$ cat src/rtl/vip_pkg.sv
// Shared definitions for the frame controller: register map, CTRL/STATUS bit
// positions, display-select encodings and the frame sequencing states.
package vip_pkg;

   localparam logic [1:0] ADDR_CTRL   = 2'd0;
   localparam logic [1:0] ADDR_THRESH = 2'd1;
   localparam logic [1:0] ADDR_STATUS = 2'd2;
   localparam logic [1:0] ADDR_LINES  = 2'd3;

   localparam int CTRL_EN     = 0;
   localparam int CTRL_CONT   = 1;
   localparam int CTRL_SEL_LO = 2;
   localparam int CTRL_SEL_HI = 3;
   localparam int CTRL_IRQ_EN = 4;

   localparam int STAT_BUSY  = 0;
   localparam int STAT_PEND  = 1;
   localparam int STAT_ARMED = 2;

   typedef enum logic [1:0] {
      SEL_RAW   = 2'd0,
      SEL_GRAY  = 2'd1,
      SEL_BIN   = 2'd2,
      SEL_BLACK = 2'd3
   } sel_t;

   typedef enum logic [1:0] {
      IDLE   = 2'd0,
      ARMED  = 2'd1,
      ACTIVE = 2'd2
   } state_t;

endpackage

$ cat src/rtl/vip_edge_det.sv
// Single-edge detector: compares the input against a registered copy and
// flags a rising (default) or falling transition in the same cycle.
module vip_edge_det #(
   parameter bit DETECT_FALL = 1'b0
) (
   input  logic clk,
   input  logic rst,
   input  logic sig,
   output logic pulse
);

   logic sig_d_reg;

   always_ff @(posedge clk or posedge rst) begin
      if (rst) begin
         sig_d_reg <= 1'b0;
      end else begin
         sig_d_reg <= sig;
      end
   end

   assign pulse = DETECT_FALL ? (~sig & sig_d_reg) : (sig & ~sig_d_reg);

endmodule

$ cat src/rtl/vip_frame_ctrl.sv
// Frame-level controller: CPU register file with frame-boundary commit,
// single-shot / continuous sequencing, frame and line counting, display mux.
module vip_frame_ctrl
   import vip_pkg::*;
#(
   parameter int LINE_W = 11,
   parameter int FCNT_W = 16
) (
   input  logic        clk,
   input  logic        rst,
   input  logic        cfg_we,
   input  logic [1:0]  cfg_addr,
   input  logic [15:0] cfg_wdata,
   output logic [15:0] cfg_rdata,
   input  logic        raw_vsync,
   input  logic        raw_hsync,
   input  logic        raw_de,
   input  logic [15:0] raw_rgb,
   input  logic        gray_vsync,
   input  logic        gray_hsync,
   input  logic        gray_de,
   input  logic [15:0] gray_rgb,
   input  logic        bin_vsync,
   input  logic        bin_hsync,
   input  logic        bin_de,
   input  logic [15:0] bin_rgb,
   output logic [7:0]  threshold,
   output logic        disp_vsync,
   output logic        disp_hsync,
   output logic        disp_de,
   output logic [15:0] disp_rgb,
   output logic        irq
);

   state_t              state_reg;
   logic                cont_reg;
   logic                irq_en_reg;
   sel_t                sel_shadow_reg;
   logic [7:0]          thr_shadow_reg;
   sel_t                sel_reg;
   logic [7:0]          threshold_reg;
   logic                pending_reg;
   logic [FCNT_W-1:0]   frame_cnt_reg;
   logic [LINE_W-1:0]   line_cnt_reg;
   logic [LINE_W-1:0]   lines_reg;

   logic fs;
   logic line_end;
   logic ctrl_wr;
   logic thr_wr;
   logic stat_wr;
   logic abort;

   vip_edge_det #(.DETECT_FALL(1'b0)) u_vsync_det (
      .clk   (clk),
      .rst   (rst),
      .sig   (raw_vsync),
      .pulse (fs)
   );

   vip_edge_det #(.DETECT_FALL(1'b1)) u_de_det (
      .clk   (clk),
      .rst   (rst),
      .sig   (raw_de),
      .pulse (line_end)
   );

   assign ctrl_wr = cfg_we && (cfg_addr == ADDR_CTRL);
   assign thr_wr  = cfg_we && (cfg_addr == ADDR_THRESH);
   assign stat_wr = cfg_we && (cfg_addr == ADDR_STATUS);
   // Clearing enable outside IDLE takes priority over any coincident frame start.
   assign abort   = ctrl_wr && !cfg_wdata[CTRL_EN] && (state_reg != IDLE);

   always_ff @(posedge clk or posedge rst) begin
      if (rst) begin
         state_reg      <= IDLE;
         cont_reg       <= 1'b0;
         irq_en_reg     <= 1'b0;
         sel_shadow_reg <= SEL_RAW;
         thr_shadow_reg <= 8'd0;
         sel_reg        <= SEL_RAW;
         threshold_reg  <= 8'd0;
         pending_reg    <= 1'b0;
         frame_cnt_reg  <= '0;
         line_cnt_reg   <= '0;
         lines_reg      <= '0;
      end else begin
         if (ctrl_wr) begin
            cont_reg       <= cfg_wdata[CTRL_CONT];
            irq_en_reg     <= cfg_wdata[CTRL_IRQ_EN];
            sel_shadow_reg <= sel_t'(cfg_wdata[CTRL_SEL_HI:CTRL_SEL_LO]);
         end
         if (thr_wr) begin
            thr_shadow_reg <= cfg_wdata[7:0];
         end
         if (stat_wr && cfg_wdata[STAT_PEND]) begin
            pending_reg <= 1'b0;
         end

         // Commits read the shadow registers' current values, so a same-cycle
         // CTRL/THRESH write only lands for the following frame.
         if (abort) begin
            state_reg <= IDLE;
         end else begin
            case (state_reg)
               IDLE: begin
                  if (ctrl_wr && cfg_wdata[CTRL_EN]) begin
                     state_reg <= ARMED;
                  end
               end
               ARMED: begin
                  if (fs) begin
                     threshold_reg <= thr_shadow_reg;
                     sel_reg       <= sel_shadow_reg;
                     line_cnt_reg  <= '0;
                     state_reg     <= ACTIVE;
                  end
               end
               ACTIVE: begin
                  if (fs) begin
                     lines_reg     <= line_cnt_reg;
                     frame_cnt_reg <= frame_cnt_reg + FCNT_W'(1);
                     pending_reg   <= 1'b1;
                     threshold_reg <= thr_shadow_reg;
                     sel_reg       <= sel_shadow_reg;
                     line_cnt_reg  <= '0;
                     if (!cont_reg) begin
                        state_reg <= IDLE;
                     end
                  end else if (line_end && (line_cnt_reg != '1)) begin
                     line_cnt_reg <= line_cnt_reg + LINE_W'(1);
                  end
               end
               default: state_reg <= IDLE;
            endcase
         end
      end
   end

   always_ff @(posedge clk or posedge rst) begin
      if (rst) begin
         disp_vsync <= 1'b0;
         disp_hsync <= 1'b0;
         disp_de    <= 1'b0;
         disp_rgb   <= 16'd0;
      end else begin
         case (sel_reg)
            SEL_RAW: begin
               disp_vsync <= raw_vsync;
               disp_hsync <= raw_hsync;
               disp_de    <= raw_de;
               disp_rgb   <= raw_rgb;
            end
            SEL_GRAY: begin
               disp_vsync <= gray_vsync;
               disp_hsync <= gray_hsync;
               disp_de    <= gray_de;
               disp_rgb   <= gray_rgb;
            end
            SEL_BIN: begin
               disp_vsync <= bin_vsync;
               disp_hsync <= bin_hsync;
               disp_de    <= bin_de;
               disp_rgb   <= bin_rgb;
            end
            default: begin
               disp_vsync <= raw_vsync;
               disp_hsync <= raw_hsync;
               disp_de    <= raw_de;
               disp_rgb   <= 16'd0;
            end
         endcase
      end
   end

   always_comb begin
      cfg_rdata = 16'd0;
      case (cfg_addr)
         ADDR_CTRL: begin
            cfg_rdata[CTRL_EN]                 = (state_reg != IDLE);
            cfg_rdata[CTRL_CONT]               = cont_reg;
            cfg_rdata[CTRL_SEL_HI:CTRL_SEL_LO] = sel_shadow_reg;
            cfg_rdata[CTRL_IRQ_EN]             = irq_en_reg;
         end
         ADDR_THRESH: cfg_rdata[7:0] = thr_shadow_reg;
         ADDR_STATUS: begin
            cfg_rdata[STAT_BUSY]  = (state_reg == ACTIVE);
            cfg_rdata[STAT_PEND]  = pending_reg;
            cfg_rdata[STAT_ARMED] = (state_reg == ARMED);
            cfg_rdata[15:8]       = frame_cnt_reg[7:0];
         end
         default: cfg_rdata[LINE_W-1:0] = lines_reg;
      endcase
   end

   assign threshold = threshold_reg;
   assign irq       = pending_reg & irq_en_reg;

endmodule

$ cat config.mk
export PLATFORM = sky130hd
export DESIGN_NAME = vip_frame_ctrl
export DESIGN_NICKNAME = d
export VERILOG_FILES = /design/src/rtl/vip_pkg.sv /design/src/rtl/vip_edge_det.sv /design/src/rtl/vip_frame_ctrl.sv
export SDC_FILE = /design/constraint.sdc
export NUM_CORES = 1
export LEC_CHECK = 0
export BUFFER_PORTS_ARGS = -buffer_cell sky130_fd_sc_hd__clkbuf_2
export CORE_MARGIN = 4
export CORE_UTILIZATION = 53
export CTS_BUF_LIST = sky130_fd_sc_hd__clkbuf_4
export CTS_CLUSTER_SIZE = 30
export DETAILED_ROUTE_END_ITERATION = 8
export PLACE_DENSITY = 0.82
export SLEW_MARGIN = 20
export SYNTH_ARGS = -nofsm -noshare
export SYNTH_HDL_FRONTEND = slang
export SYNTH_SLANG_ARGS = --single-unit
$ cat constraint.sdc
create_clock -name clk -period 2.7 [get_ports clk]
set_clock_uncertainty 0.1 [all_clocks]
set_input_delay 0.27 -clock clk [delete_from_list [all_inputs] [get_ports clk]]
set_output_delay 0.27 -clock clk [all_outputs]
set_load 0.01 [all_outputs]
==> results.py <==
metrics = {
    "status": {
        "outcome": "complete, no violations",
    },
    "logic_synthesis": {
        "synth_seq_area_share_pct": 50.92,
        "yosysTopAreaCellShare_pct": 50.92,
        "ys_warn_count": 0,
        "synth_fp_nets": 416,
        "ys_ff_latch": 76,
        "ys_types": 45,
        "synth_common_cells": "dfrtp_1, mux2_2, nand2_1",
        "yosys_most_used_dff": "dfrtp_1",
        "synthTopCellsByArea": "dfrtp_1, mux2_2, a222oi_1, ha_1, mux2i_1",
        "yosysMostFrequentCell": "dfrtp_1",
        "synth.avg_cell_area_um2": 11.39,
        "synthesis.area_um2": 3735,
        "ys_async_sr_fraction_pct": 100.0,
        "synth_edf_count": 0,
        "yosys.area.top_type": "dfrtp_1",
        "syn_inst": 328,
    },
    "layout": {
        "post-route-util_pct": 70.18,
        "final_nets": 557,
        "largest_reg_flops": 16,
        "syn2layout_area_growth_pct": 28.38,
        "instances_no_fill": 570,
        "drive_gt1_share_pct": 36.29,
        "n_antenna_cell": 0,
        "fill_cells": 500,
    },
    "place": {
        "dpl.hpwl_mm": 6.803,
        "portBuffers": 113,
        "finalWeightedCongestion": 0.8547,
        "placed_cells": 523,
    },
    "global_route": {
        "grt_max_degree": 77,
        "grt_overflow": 0,
        "grt_pass1_wl_mm": 16.59,
        "grtUsageTotal_pct": 24.88,
        "grt_pass1_vias": 3379,
        "antenna_found_initial": 0,
    },
    "floorplanning": {
        "die-area_um2": 8454,
        "start_util_pct": 54.67,
        "placementRows": 30,
        "coreArea_um2": 6832,
        "ios": 122,
        "die_h_um": 91.95,
        "die_x_um": 91.95,
    },
    "power_and_ir_drop": {
        "leakage_nw": 2.358,
        "p_seq_share_pct": 41.8,
        "power_density_nw_per_um2": 851.0,
        "intPower_mw": 2.474,
        "comb_power_share_pct": 43.0,
        "finalPower_mw": 4.080,
        "clockPowerShare_pct": 15.2,
        "peakVddDrop_v": 0.0004606,
        "switching_share_pct": 39.35,
        "switching_power_mw": 1.606,
    },
    "clock_network": {
        "worstSkewPairLatency_ns": 0.43,
        "ctsResizeCount": 0,
        "numCtsBuffers": 9,
        "tritoncts": "done",
        "clockBufferDepth": 2,
        "path_clk_slew_ns": 0.13,
        "cts_num_sinks": 76,
        "root_buffer": "clkbuf_4",
        "htreeDepth": 3,
    },
    "routing": {
        "drt-total-wl_mm": 10.07,
        "postRouteAntennaNets": 0,
        "drc_errors": 0,
        "dr.pass1.iters": 8,
        "vias": 3323,
        "wire_per_inst_um": 17.66,
        "drtIter0Drc": 267,
        "viasPerCell": 5.830,
    },
    "timing": {
        "rsz0062_at_grt": "no",
        "timing_hold_violations_final": 0,
        "tightest_slew_ns": 0.6979,
        "setup_viol": 0,
        "slew_violations": 0,
        "whs_ns": 0.005969,
        "period_minus_slack_ns": 2.467,
        "slew_headroom_pct": 53.47,
        "fin_tns_setup_ns": 0,
        "period_share_pct": 91.36,
        "max_freq_mhz": 405.4,
    },
    "setup_path": {
        "crit_top_cell": "inv_1",
        "path_buf_inv": 3,
        "crit_type": "flip-flop to output port",
        "setup.worst_path.start_class": "flip-flop",
        "path_cells": "inv_1, ha_1, inv_1, mux4_1, clkbuf_2",
        "max_stage_delay_ns": 0.51,
        "worstPathArrival_ns": 2.10,
        "cp-end-kind": "output port",
        "worst-path-max-fanout": 8,
        "required_ns": 2.33,
        "cp_top_family": "multiplexers",
        "cp_slowest_cell": "mux4_1",
    },
    "hold_path": {
        "hold_class": "primary input to flip-flop",
    },
    "run": {
        "max-cap-violations": 0,
    },
}
power groups by stage:
| stage | registers (mW) | clock network, mW | logic [mW] |
|---|---|---|---|
| after detailed placement | 1.72 | 0 | 1.60 |
| after floorplan | 1.77 | 0 | 0.966 |
| after global routing | 1.74 | 0.689 | 1.90 |
| after global placement | 1.70 | 0 | 1.52 |
| final | 1.70 | 0.619 | 1.76 |
| after CTS | 1.70 | 0.627 | 1.72 |
through the flow:
step / cell area, um2 / worst slack [ns]
6_report: 4795 / 0.2332
5_1_grt: 4795 / 0.09365
4_1_cts: 4785 / 0.2337
3_5_place_dp: 4365 / 0.3692
3_3_place_gp: 4365 / 0.5433
2_1_floorplan: 3735 / 0.3917
placed cells by master (no fill, tap or decap), types with 3 or more instances in the layout:
| cell type | n |
|---|---|
| nand2_1 | 25 |
| a211oi_1 | 3 |
| buf_4 | 4 |
| dlygate4sd3_1 | 31 |
| clkbuf_2 | 113 |
| a22oi_1 | 4 |
| nor2b_1 | 8 |
| and4_1 | 3 |
| a21oi_1 | 8 |
| dfrtp_1 | 76 |
| a31oi_1 | 14 |
| nand4_1 | 3 |
| and3_1 | 6 |
| clkbuf_4 | 9 |
| a222oi_1 | 16 |
| mux2_2 | 31 |
| mux2i_1 | 11 |
| nor2_1 | 24 |
| clkinvlp_4 | 4 |
| o21ai_0 | 5 |
| and2_1 | 6 |
| nand3_1 | 10 |
| xnor2_1 | 5 |
| ha_1 | 10 |
| inv_1 | 9 |
| nand2b_1 | 5 |
metal layers:
metal	up-vias	GRT usage [%]	wire, um
met4	0	10.77	297
li1	1491	-	-
met5	-	0	0
met1	1641	30.36	4004
met3	28	3.856	531
met2	163	43.61	5232
final cells by class:
class                           instances  area (um2)  area share (%)
Sequential cell                        76        1902           39.67
Multi-Input combinational cell        223        1690           35.26
Timing Repair Buffer                  149       925.9           19.31
Tap cell                               96       120.1           2.505
Clock buffer                            9       67.56           1.409
Clock inverter                          7       51.30           1.070
Inverter                               10       37.54          0.7829
cell families after synthesis:
family                   count (synthesis)  synth area share [%]
multiplexers                            45                 14.30
XOR/XNOR                                 7                 1.642
buffers and inverters                   29                 3.819
adder cells (fa/ha/maj)                 10                 3.350
AND/OR/NAND/NOR                        102                 13.97
flip-flops                              76                 50.92
AO/OA/AOI/OAI                           59                 11.99
worst register-to-register path, cell delays in order (launching register included):
cell	delay [ns]
dfrtp_1	0.38
inv_1	0.11
ha_1	0.39
or2_2	0.37
a22oi_1	0.31
mux2_2	0.38
a211oi_1	0.27
what timing repair did:
item / in CTS / in global routing
setup buffers: 0 / 0
hold buffers: 30 / 1
endpoints found under the setup margin: 0 / 0
endpoints found under the hold margin: 101 / 1
worst paths after layout:
| path | to | cells past startpoint | from | slack [ns] |
|---|---|---|---|---|
| max in group asynchronous | line_cnt_reg[9] | 4 | rst | 1.84 |
| setup reg to reg | state_reg[0] | 6 | state_reg[0] | 0.30 |
| hold / removal | disp_rgb[8] | 3 | gray_rgb[8] | 0.006 |
| setup / recovery | cfg_rdata[0] | 5 | state_reg[0] | 0.23 |
| hold reg to reg | frame_cnt_reg[7] | 1 | frame_cnt_reg[7] | 0.38 |
| min in group asynchronous | disp_rgb[8] | 4 | rst | 0.35 |
Power figures use the tool's default switching activity.
